==> src/rtl/sa_pkg.sv <==
`default_nettype none
// +-------------------------------------------------------------------------+
// | sa_pkg: shared types and helpers for the switch_alloc_rr allocator.     |
// | Rev 1.0                                                                 |
// +-------------------------------------------------------------------------+
package sa_pkg;

    localparam int STATE_W = 2;

    typedef enum logic [STATE_W-1:0] {
        IDLE  = 2'd0,
        WAIT  = 2'd1,
        GRANT = 2'd2,
        HOLD  = 2'd3
    } sa_state_e;

    function automatic int clog2_min1(input int n);
        return (n <= 2) ? 1 : $clog2(n);
    endfunction

endpackage
`default_nettype wire

==> src/rtl/sa_rr_arbiter.sv <==
`default_nettype none
// +-------------------------------------------------------------------------+
// | sa_rr_arbiter: first requester at or after ptr (wrapping) wins.         |
// | Rev 1.0                                                                 |
// +-------------------------------------------------------------------------+
module sa_rr_arbiter #(
    parameter int N     = 5,
    parameter int IDX_W = 3
) (
    input  logic [N-1:0]     req,
    input  logic [IDX_W-1:0] ptr,
    output logic [N-1:0]     gnt,
    output logic [IDX_W-1:0] idx,
    output logic             any
);

    logic [IDX_W-1:0] w_cand;

    function automatic int wrap_idx(input int base, input int off);
        return (base + off >= N) ? base + off - N : base + off;
    endfunction

    always_comb begin
        gnt    = '0;
        idx    = '0;
        any    = 1'b0;
        w_cand = '0;
        for (int off = 0; off < N; off++) begin
            w_cand = IDX_W'(wrap_idx(int'(ptr), off));
            if (!any && req[w_cand]) begin
                any         = 1'b1;
                gnt[w_cand] = 1'b1;
                idx         = w_cand;
            end
        end
    end

endmodule
`default_nettype wire

==> src/rtl/switch_alloc_rr.sv <==
`default_nettype none
// +-------------------------------------------------------------------------+
// | switch_alloc_rr: per-output round-robin switch allocator with path hold.|
// | Optional hold watchdog enabled by defining SA_WATCHDOG_EN.   Rev 1.0    |
// +-------------------------------------------------------------------------+
module switch_alloc_rr
    import sa_pkg::*;
#(
    parameter int INPUTS      = 5,
    parameter int OUTPUTS     = 5,
    parameter int REQ_W       = clog2_min1(OUTPUTS),
    parameter int SEL_W       = clog2_min1(INPUTS),
    parameter int WDOG_CYCLES = 1024
) (
    input  logic                     clk,
    input  logic                     rst,
    input  logic [INPUTS-1:0]        req_valid,
    input  logic [INPUTS*REQ_W-1:0]  req_dest,
    input  logic [INPUTS-1:0]        relieve,
    output logic [INPUTS-1:0]        grant,
    output logic [INPUTS-1:0]        reserved,
    output logic [OUTPUTS*SEL_W-1:0] route_select,
    output logic [OUTPUTS-1:0]       output_busy,
    output logic [INPUTS-1:0]        wdog_err
);

    sa_state_e              r_state     [INPUTS];
    sa_state_e              w_state_nxt [INPUTS];
    logic [REQ_W-1:0]       w_dest      [INPUTS];
    logic [INPUTS-1:0]      w_dest_ok, w_win, w_release, w_wdog_fire;
    logic [INPUTS-1:0]      w_cand      [OUTPUTS];
    logic [INPUTS-1:0]      w_arb_gnt   [OUTPUTS];
    logic [SEL_W-1:0]       w_arb_idx   [OUTPUTS];
    logic [OUTPUTS-1:0]     w_arb_any, w_out_release;
    logic [SEL_W-1:0]       r_rr_ptr    [OUTPUTS];
    logic [OUTPUTS-1:0]     r_busy;
    logic [OUTPUTS*SEL_W-1:0] r_route_select;

    always_comb begin
        for (int i = 0; i < INPUTS; i++) begin
            w_dest[i]    = req_dest[i*REQ_W +: REQ_W];
            w_dest_ok[i] = (int'(w_dest[i]) < OUTPUTS);
            w_release[i] = (r_state[i] == HOLD) && (relieve[i] || w_wdog_fire[i]);
        end
    end

    // Only waiting inputs that still assert req_valid compete, and only for free outputs.
    always_comb begin
        for (int o = 0; o < OUTPUTS; o++) begin
            for (int i = 0; i < INPUTS; i++) begin
                w_cand[o][i] = (r_state[i] == WAIT) && req_valid[i] &&
                               (int'(w_dest[i]) == o) && !r_busy[o];
            end
        end
    end

    for (genvar o = 0; o < OUTPUTS; o++) begin : g_arb
        sa_rr_arbiter #(
            .N     (INPUTS),
            .IDX_W (SEL_W)
        ) u_arb (
            .req (w_cand[o]),
            .ptr (r_rr_ptr[o]),
            .gnt (w_arb_gnt[o]),
            .idx (w_arb_idx[o]),
            .any (w_arb_any[o])
        );
    end

    always_comb begin
        w_win         = '0;
        w_out_release = '0;
        for (int o = 0; o < OUTPUTS; o++) begin
            w_win = w_win | w_arb_gnt[o];
            for (int i = 0; i < INPUTS; i++) begin
                if (r_busy[o] && w_release[i] &&
                    (r_route_select[o*SEL_W +: SEL_W] == SEL_W'(i)))
                    w_out_release[o] = 1'b1;
            end
        end
    end

    always_comb begin
        for (int i = 0; i < INPUTS; i++) begin
            w_state_nxt[i] = r_state[i];
            case (r_state[i])
                IDLE:    if (req_valid[i] && w_dest_ok[i]) w_state_nxt[i] = WAIT;
                WAIT: begin
                    if (!req_valid[i])  w_state_nxt[i] = IDLE;
                    else if (w_win[i])  w_state_nxt[i] = GRANT;
                end
                GRANT:   w_state_nxt[i] = HOLD;
                HOLD:    if (w_release[i]) w_state_nxt[i] = IDLE;
                default: w_state_nxt[i] = IDLE;
            endcase
        end
    end

    always_ff @(posedge clk) begin
        if (rst) begin
            for (int i = 0; i < INPUTS; i++) r_state[i] <= IDLE;
        end else begin
            r_state <= w_state_nxt;
        end
    end

    // Grant and release are mutually exclusive per output: arbitration needs busy=0.
    always_ff @(posedge clk) begin
        if (rst) begin
            r_busy         <= '0;
            r_route_select <= '0;
            for (int o = 0; o < OUTPUTS; o++) r_rr_ptr[o] <= '0;
        end else begin
            for (int o = 0; o < OUTPUTS; o++) begin
                if (w_arb_any[o]) begin
                    r_busy[o]                        <= 1'b1;
                    r_route_select[o*SEL_W +: SEL_W] <= w_arb_idx[o];
                    r_rr_ptr[o] <= (w_arb_idx[o] == SEL_W'(INPUTS-1)) ? '0 : w_arb_idx[o] + 1'b1;
                end else if (w_out_release[o]) begin
                    r_busy[o] <= 1'b0;
                end
            end
        end
    end

`ifdef SA_WATCHDOG_EN
    localparam int WDOG_W = clog2_min1(WDOG_CYCLES);

    logic [WDOG_W-1:0] r_wdog_cnt [INPUTS];
    logic [INPUTS-1:0] r_wdog_err;

    always_comb begin
        for (int i = 0; i < INPUTS; i++) begin
            w_wdog_fire[i] = (r_state[i] == HOLD) && !relieve[i] &&
                             (r_wdog_cnt[i] == WDOG_W'(WDOG_CYCLES-1));
        end
    end

    always_ff @(posedge clk) begin
        if (rst) begin
            r_wdog_err <= '0;
            for (int i = 0; i < INPUTS; i++) r_wdog_cnt[i] <= '0;
        end else begin
            r_wdog_err <= w_wdog_fire;
            for (int i = 0; i < INPUTS; i++) begin
                if ((r_state[i] == HOLD) && !w_release[i])
                    r_wdog_cnt[i] <= r_wdog_cnt[i] + 1'b1;
                else
                    r_wdog_cnt[i] <= '0;
            end
        end
    end

    assign wdog_err = r_wdog_err;
`else
    assign w_wdog_fire = '0;
    assign wdog_err    = '0;
`endif

    always_comb begin
        for (int i = 0; i < INPUTS; i++) begin
            grant[i]    = (r_state[i] == GRANT);
            reserved[i] = (r_state[i] == HOLD);
        end
    end

    assign output_busy  = r_busy;
    assign route_select = r_route_select;

endmodule
`default_nettype wire

==> config.mk <==
export PLATFORM = sky130hd
export DESIGN_NAME = switch_alloc_rr
export DESIGN_NICKNAME = d
export VERILOG_FILES = /design/src/rtl/sa_pkg.sv /design/src/rtl/sa_rr_arbiter.sv /design/src/rtl/switch_alloc_rr.sv
export SDC_FILE = /design/constraint.sdc
export NUM_CORES = 1
export LEC_CHECK = 0
export ABC_AREA = 1
export CAP_MARGIN = 20
export CORE_MARGIN = 2
export CORE_UTILIZATION = 50
export CTS_BUF_LIST = sky130_fd_sc_hd__clkbuf_2 sky130_fd_sc_hd__clkbuf_4 sky130_fd_sc_hd__clkbuf_8
export DETAILED_ROUTE_END_ITERATION = 8
export GPL_TIMING_DRIVEN = 0
export PLACE_DENSITY_LB_ADDON = 0.15
export SYNTH_ARGS = -nofsm -noshare
export SYNTH_HDL_FRONTEND = slang
export SYNTH_HIERARCHICAL = 1
export SYNTH_SLANG_ARGS = --single-unit
==> constraint.sdc <==
create_clock -name clk -period 5.5 [get_ports clk]
set_clock_uncertainty 0.1 [all_clocks]
set_input_delay 1.375 -clock clk [delete_from_list [all_inputs] [get_ports clk]]
set_output_delay 1.375 -clock clk [all_outputs]
set_load 0.02 [all_outputs]
==> reports/results.ini, run 1 <==
[run_status]
status = complete, no violations

[placed_design]
dp_hpwl_um = 22900
globalplace.congestion = 0.935
placed_cells = 1895
io_buffers = 56

[floorplanning]
rows = 49
io_pins = 62
die_width_um = 139
core_area_sq_um = 17900
fp.dieH_um = 139
start_util_pct = 50.7
die_area_sq_um = 19300

[global_route]
grt-ovfl-total = 0
grt_pass1_vias = 9343
grt.total_usage_pct = 28.1
grt_pass1_wl_um = 45500
antenna_found_initial = 0
grt_max_degree = 15

[sta]
slew_headroom_pct = 16.5
hold_slack_ps = 411
drv_slew = 0
worst_slew_pin_slew_ps = 1240
min_period_over_period_pct = 89.3
period_minus_slack_ps = 4910
finalHoldViolations = 0
tns_ps = 0
setup_viol = 0
rsz0062_at_grt = false
max_clock_freq_ghz = 0.203

[clocking]
clkSinkCount = 45
cts_resized = 0
clockRootBuffer = clkbuf_8
cts_buffers = 5
clock_latency_ps = 310
cts_tree = built
hold_buffers = 0
htreeDepth = 2
clockBufferDepth = 2
cts.clk_slew.worst_paths_ps = 90
cts_setup_buffers = 0

[yosys]
synth_seq_cells = 45
synthCells = 1605
synth_seq_area_share_pct = 11.6
synth.avg_cell_area_sq_um = 5.66
async_flop_share_pct = 0
synth_cell_type_count = 43
synth_edf_count = 15
synth_ff_type = dfxtp_1
yosys_warnings = 6
synth_area_sq_um = 9080

[worst_setup_path]
path_buf_inv = 3
cp-end-kind = flop
slowest_delay_ps = 860
path_cells = clkdlybuf4s50_1 > nand2_1 > nor2_1 > inv_1 > nor4_1 > nand3_1 > nand2_1 > nand2_2 > nand3_1 > nor2_1 > a21boi_0 > nand4_1 > nor3_1 > nand3_1 > o211ai_1 > nand3_1 > inv_1
cp_top_family = simple AND/OR/NAND/NOR gates
worstSetupPathType = in -> reg
reg2reg_setup_slack_ps = 1320
crit_fanout = 6
cpMostUsedCell = nand3_1
cp_data_required_time_ps = 5660
critPathSlowestCell = nor4_1
critPathArrivalTime_ps = 5070
startpoint_type = primary input

[worst_hold_path]
min_path_type = reg -> reg

[drt]
wl_per_cell_um = 14.6
via_per_inst = 5.55
wirelength_um = 27800
first_pass_iters = 6
drc = 0
drtIter0Drc = 1003
drtAntennaViolNets = 0
num_vias = 10600

[final_layout]
area_growth_pct = 10.6
seqCellArea_sq_um = 1050
num_antenna_cells = 0
drive_gt1_share_pct = 9.67
instances_no_fill = 1904
nNetsFinal = 1757
multiInputGateArea_sq_um = 7030
fillerInstances = 1859

[flow_run]
maxCapViolCount = 0

[per-layer routing]
metal	vias up	GRT usage (%)	wire (um)
li1	5392	-	-
met1	4751	39.8	12800
met4	0	6.06	533
met2	377	46.7	12500
met3	41	2.52	1900
met5	-	0	0
[worst paths after layout]
check	to	from	depth (start not counted)
setup / recovery	r_state[0]	req_valid[2]	17
hold / removal	route_select[11]	route_select[11]	2
setup reg to reg	r_rr_ptr[0][4]	r_rr_ptr[0][3]	18
hold reg to reg	route_select[11]	route_select[11]	2
[cells by family after synthesis]
logic type / share of synthesized area (%)
fa+ha+maj: 8.13
compound gates: 9.96
xor+xnor: 2.45
buf+inv: 11.2
other cells: 0.0413
simple gates: 56.7
flops: 11.6
[metrics by stage]
step	cell area, sq um	util (%)	worst slack (ps)
3_3_place_gp	9950	55.6	271
6_report	10000	56.1	586
5_1_grt	10000	56.1	390
3_5_place_dp	9950	55.6	372
2_1_floorplan	9100	-	1780
4_1_cts	10000	56.1	707
[synth_stat cells, types with 13 or more instances]
cell type | number | area (sq um)
ha_1 | 51 | 638
a21oi_1 | 29 | 145
nor2_1 | 205 | 769
nand2_1 | 401 | 1510
nor3_1 | 20 | 100
inv_2 | 15 | 56.3
nor4_1 | 16 | 100
o21ai_1 | 13 | 65.1
nor2_4 | 15 | 169
dfxtp_1 | 30 | 601
inv_1 | 221 | 830
nand3b_1 | 13 | 97.6
nor2_2 | 13 | 81.3
o21ai_0 | 98 | 490
nand2_2 | 52 | 325
nand3_1 | 241 | 1210
nand4_1 | 57 | 357
edfxtp_1 | 15 | 450
[cell type report]
| cell class | count | share of cell area (%) |
|---|---|---|
| Inverter | 237 | 8.86 |
| Timing Repair Buffer | 58 | 5.68 |
| Clock buffer | 5 | 0.685 |
| Multi-Input combinational cell | 1308 | 70.0 |
| Clock inverter | 3 | 0.174 |
| Buffer | 19 | 1.25 |
| Tap cell | 229 | 2.85 |
| Sequential cell | 45 | 10.5 |
[cells in the final DEF (no fill, tap or decap), drive strengths merged]
cell | synthesis | final
clkbuf | 2 | 7
a21oi | 30 | 30
nand3b | 13 | 13
clkinv | 1 | 3
buf | 17 | 19
nor3 | 20 | 20
clkdlybuf4s50 | 0 | 56
conb | 1 | 5
nand4 | 60 | 60
nor3b | 4 | 4
a21boi | 5 | 5
nand3 | 260 | 260
fa | 5 | 5
xor2 | 6 | 6
and2 | 5 | 5
o21ai | 117 | 117
nor4 | 16 | 16
xnor2 | 10 | 10
inv | 236 | 236
edfxtp | 15 | 15
ha | 51 | 51
clkinvlp | 0 | 1
nand2 | 458 | 458
nor2 | 233 | 233
o211ai | 10 | 10
dfxtp | 30 | 30
[worst reg2reg max path: stages (launching register included)]
cell and delay, ps:
edfxtp_1 520, buf_4 250, inv_2 160, ha_1 210, inv_1 60, fa_1 370
inv_1 150, nand2_1 60, and2_1 200, nor2_1 220, nand3_1 100, nand3_1 130
nand3_4 130, nor2_4 180, o21ai_0 360, o21ai_2 310, nand4_4 250, nand2_2 160
nor2_1 60
Power of run 1 is not shown: default switching activity piles up to over one toggle a cycle in this logic, so the estimate is an artifact.
==> run 2: changes to the inputs <==
- CORE_UTILIZATION: 50 -> 31
==> run 2 against run 1 <==
Count of clock-buffer cells in the layout stayed put. Sequential share of layout area down 0.22 points. Die area grew 59%. Maximum frequency fell by 0.64%. Hold slack better by 20 ps. Global-route usage decreased by 8.2 points. First-iteration DRC count is 13% lower. Non-clock buffer count up 2. Critical endpoint is now r_rr_ptr[0][6]. Register-to-register slack got worse by 60 ps. Critical path depth down 4. Final area grew 2.1%.
==> reports/results.ini, run 2 (synthesized netlist as in run 1, its figures left out) <==
[worst_setup_path]
path_buf_inv = 3  ; unchanged
startpoint_type = primary input
crit_fanout = 8  ; +2
critPathArrivalTime_ps = 5010  ; -60 ps
critPathSlowestCell = nor3_1
slowest_delay_ps = 830  ; -30 ps
cp_data_required_time_ps = 5560  ; -100 ps
cp-end-kind = flop
worstSetupPathType = in -> reg
path_cells = clkdlybuf4s50_1 > nand2_1 > nor2_1 > inv_1 > nor3_1 > inv_1 > o21ai_0 > o21ai_1 > o21ai_0 > o21ai_2 > nand4_4 > nand2_2 > nor2_1
cp_top_family = simple AND/OR/NAND/NOR gates

[sta]
setup_viol = 0  ; unchanged
max_clock_freq_ghz = 0.202  ; -0.64%
finalHoldViolations = 0  ; unchanged
drv_slew = 0  ; unchanged
tns_ps = 0  ; unchanged
rsz0062_at_grt = false
period_minus_slack_ps = 4950  ; +31.6 ps
slew_headroom_pct = 24.6  ; +8.0 points
min_period_over_period_pct = 89.9  ; +0.57 points
worst_slew_pin_slew_ps = 1120  ; -120 ps

[global_route]
grt_pass1_wl_um = 49200  ; +8.3%
grt_pass1_vias = 9420  ; +0.82%
grt_max_degree = 17  ; +2
grt-ovfl-total = 0  ; unchanged
grt.total_usage_pct = 19.9  ; -8.2 points
antenna_found_initial = 0  ; unchanged

[clocking]
cts_resized = 0  ; unchanged
cts.clk_slew.worst_paths_ps = 90  ; about the same
clockRootBuffer = clkbuf_8
cts_tree = built
cts_buffers = 5  ; unchanged
clockBufferDepth = 2  ; unchanged
hold_buffers = 0  ; unchanged
htreeDepth = 2  ; unchanged
clkSinkCount = 45  ; unchanged
cts_setup_buffers = 0  ; unchanged
clock_latency_ps = 320  ; about the same

[flow_run]
maxCapViolCount = 0  ; unchanged

[floorplanning]
rows = 62  ; +27%
core_area_sq_um = 28800  ; +61%
io_pins = 62  ; unchanged
fp.dieH_um = 175  ; +26%
die_width_um = 175  ; +26%
die_area_sq_um = 30700  ; +59%
start_util_pct = 31.6  ; -19 points

[final_layout]
final_cell_mix = nand2_1, nand3_1, inv_1
num_antenna_cells = 0  ; unchanged
drive_gt1_share_pct = 9.78  ; +0.11 points
instances_no_fill = 2061  ; +8.2%
nNetsFinal = 1759  ; +0.11%
final_common_cell = nand2_1
area_growth_pct = 12.9

[drt]
drtAntennaViolNets = 0  ; unchanged
wirelength_um = 31000  ; +11%
via_per_inst = 5.05  ; -9.0%
wl_per_cell_um = 15.0  ; +3.0%
drc = 0  ; unchanged
first_pass_iters = 5  ; -1
num_vias = 10400  ; -1.5%
drtIter0Drc = 868  ; -13%

[placed_design]
globalplace.congestion = 0.893  ; -4.5%
dp_hpwl_um = 25800  ; +13%
io_buffers = 56  ; unchanged
placed_cells = 2051  ; +8.2%

[worst_hold_path]
min_path_type = reg -> reg

[run_status]
status = complete, no violations

-- run 2: cell count changes in the layout (fill, tap and decap cells not counted), sizes merged --
cell    delta
buf        +2
clkinv     -1
inv        +1
-- run 2: worst reg2reg max path, cell delays in order (launching register included) --
cell	delay, ps
edfxtp_1	500
buf_4	240
inv_2	160
ha_1	200
inv_1	60
fa_1	370
inv_1	160
nand2_1	60
and2_1	210
nor2_1	210
nand3_1	110
nand3_1	140
nand3_4	130
nor2_4	190
o21ai_0	380
o21ai_2	300
nand4_4	240
nand2_2	160
nor2_1	60
-- run 2: area by class of cell --
class	count	area, sq um
Clock inverter	3	25.0
Clock buffer	5	68.8
Fill cell	3223	18500
Buffer	19	125
Timing Repair Buffer	60	581
Sequential cell	45	1050
Multi-Input combinational cell	1308	7030
Tap cell	384	480
Inverter	237	890
-- run 2: worst paths after layout --
check | startpoint | end | slack [ps] | depth (start not counted)
worst min register to register | route_select[11] | route_select[11] | 430 | 2
worst max register to register | r_rr_ptr[0][3] | r_rr_ptr[0][6] | 1260 | 18
worst max-delay path | req_valid[2] | r_rr_ptr[0][6] | 550 | 13
worst min-delay path | route_select[11] | route_select[11] | 430 | 2
-- run 2: through the flow --
step / hold WS (ps) / setup WS (ps) / util [%] / instance area, sq um
final: 430 / 554 / 35.6 / 10300
after global routing: 469 / 312 / 35.6 / 10300
after CTS: 431 / 603 / 35.6 / 10200
after detailed placement: 415 / 276 / 35.3 / 10100
after global placement: 420 / 62.5 / 35.2 / 10100
after floorplan: 392 / 1780 / - / 9100
-- run 2: layer usage --
layer / up-vias / part of all wire [%] / wire [um] / GRT usage [%]
met2: 232 / 46 / 14400 / 33.9
li1: 5402 / - / - / -
met4: 0 / 1.4 / 421 / 3.40
met5: - / 0 / 0 / 0
met1: 4744 / 48 / 14900 / 27.7
met3: 22 / 4.3 / 1330 / 1.59
Power of run 2 is left out for the same reason.
==> run 3: changes to the inputs <==
- PLACE_DENSITY_LB_ADDON: 0.15 -> not set
- clock period: 5.5 -> 5.3 ns (I/O delays scaled with it)
==> run 3 against run 2 <==
Via count up 1.4%. Register-to-register slack worse by 160 ps. Die area unchanged. Flip-flop and latch count unchanged. Critical path type unchanged. Critical endpoint is now r_state[0]. Highest routed layer unchanged.
==> reports/results.ini, run 3 (synthesized netlist as in run 1, its figures left out) <==
[sta]
period_minus_slack_ps = 5010
rsz0062_at_grt = false
worst_slew_pin_slew_ps = 1120  ; +1.62 ps
finalHoldViolations = 0  ; unchanged
slew_headroom_pct = 24.5  ; -0.11 points
setup_viol = 0  ; unchanged
max_clock_freq_ghz = 0.199
tns_ps = 0  ; unchanged
drv_slew = 0  ; unchanged
min_period_over_period_pct = 94.6

[floorplanning]
io_pins = 62  ; unchanged
fp.dieH_um = 175  ; unchanged
core_area_sq_um = 28800  ; unchanged
die_width_um = 175  ; unchanged
die_area_sq_um = 30700  ; unchanged
rows = 62  ; unchanged
start_util_pct = 31.6  ; unchanged

[global_route]
antenna_found_initial = 0  ; unchanged
grt_pass1_vias = 9436  ; +0.17%
grt_pass1_wl_um = 48200  ; -2.0%
grt-ovfl-total = 0  ; unchanged
grt_max_degree = 15  ; -2
grt.total_usage_pct = 19.3  ; -0.64 points

[worst_setup_path]
cpMostUsedCell = nor2_1
startpoint_type = primary input
cp_top_family = simple AND/OR/NAND/NOR gates
reg2reg_setup_slack_ps = 1100  ; -160 ps
critPathArrivalTime_ps = 5180  ; +170 ps
rr_endpoint = r_rr_ptr[0][13]
r2r_start = r_rr_ptr[0][0]
crit_fanout = 6  ; -2
r2r_cells = 19  ; +1
cp_data_required_time_ps = 5460  ; -100 ps
worstSetupPathType = in -> reg
path_buf_inv = 4  ; +1
critPathSlowestCell = nor4_1
path_cells = clkdlybuf4s50_1 > nand2_1 > nor2_1 > inv_1 > nor4_1 > inv_1 > nor2_1 > nand3_2 > nand3_1 > nor2_1 > a21boi_0 > nand4_1 > nor2_1 > nand3_1 > o211ai_1 > nand3_1 > inv_1
slowest_delay_ps = 860  ; +30 ps
cp-end-kind = flop

[drt]
wirelength_um = 30300  ; -2.2%
first_pass_iters = 6  ; +1
wl_per_cell_um = 14.7  ; -2.2%
via_per_inst = 5.11  ; +1.3%
drc = 0  ; unchanged
num_vias = 10500  ; +1.4%
drtAntennaViolNets = 0  ; unchanged
drtIter0Drc = 990  ; +14%

[clocking]
cts.clk_slew.worst_paths_ps = 90  ; about the same
clockRootBuffer = clkbuf_8
cts_resized = 0  ; unchanged
cts_buffers = 5  ; unchanged
cts_tree = built
htreeDepth = 2  ; unchanged
clkSinkCount = 45  ; unchanged
clock_latency_ps = 320  ; about the same
cts_setup_buffers = 0  ; unchanged
clockBufferDepth = 2  ; unchanged
hold_buffers = 0  ; unchanged

[placed_design]
globalplace.congestion = 0.932  ; +4.3%
dp_hpwl_um = 25100  ; -2.5%
io_buffers = 56  ; unchanged

[final_layout]
multiInputGateArea_sq_um = 7030  ; unchanged
drive_gt1_share_pct = 9.83  ; +0.054 points
seqCellArea_sq_um = 1050  ; unchanged
final_common_cell = nand2_1
area_growth_pct = 13.3
final_cell_mix = nand2_1, nand3_1, inv_1
num_antenna_cells = 0  ; unchanged
nNetsFinal = 1760  ; +0.057%
fillerInstances = 3175  ; -1.5%

[worst_hold_path]
min_path_type = reg -> reg
hold_depth = 2  ; unchanged

[flow_run]
maxCapViolCount = 0  ; unchanged

[run_status]
status = complete, no violations

-- run 3: area by class of cell --
class | count | share of cell area (%)
multi-input cells | 1308 | 68.3
flip-flops and latches | 45 | 10.2
inverters | 237 | 8.65
repair buffers | 61 | 5.74
well taps | 384 | 4.67
plain buffers | 19 | 1.22
clock buffers | 6 | 0.803
clock inverters | 2 | 0.365
-- run 3: how the worst max path moves through the flow --
stage	from	end	slack, ps	cells after the start
after global routing	req_valid[0]	r_state[0]	90	17
after floorplan	req_valid[4]	r_rr_ptr[0][14]	1630	14
after CTS	req_valid[4]	r_state[0]	410	17
final	req_valid[4]	r_state[0]	290	17
after global placement	req_valid[4]	r_state[0]	-80	17
after detailed placement	req_valid[4]	r_state[0]	100	17
-- run 3: worst register-to-register path: cells and delay by family, from the launching register on --
kind / cells / cell delay (ps)
flip-flops: 1 / 480
AND/OR/NAND/NOR: 11 / 1470
adder cells (fa/ha/maj): 2 / 570
buffers and inverters: 4 / 620
AO/OA/AOI/OAI: 2 / 710
-- run 3: stage by stage --
step | utilization, % | instances | hold slack (ps) | worst slack [ps] | cell area (sq um)
3_5_place_dp | 35.3 | 2053 | 419 | 104 | 10200
5_1_grt | 35.8 | 2062 | 460 | 86.6 | 10300
4_1_cts | 35.7 | 2061 | 432 | 409 | 10300
6_report | 35.8 | 2062 | 432 | 285 | 10300
2_1_floorplan | - | 1609 | 392 | 1630 | 9100
3_3_place_gp | 35.2 | 2049 | 418 | -80.5 | 10100
-- run 3: per-layer routing --
layer | GRT usage, % | vias to the layer above | part of all wire (%)
li1 | - | 5403 | -
met1 | 25.6 | 4745 | 46
met2 | 32.5 | 350 | 46
met3 | 2.07 | 46 | 5.4
met4 | 6.25 | 0 | 2.9
met5 | 0 | - | 0
Power of run 3 is left out for the same reason.
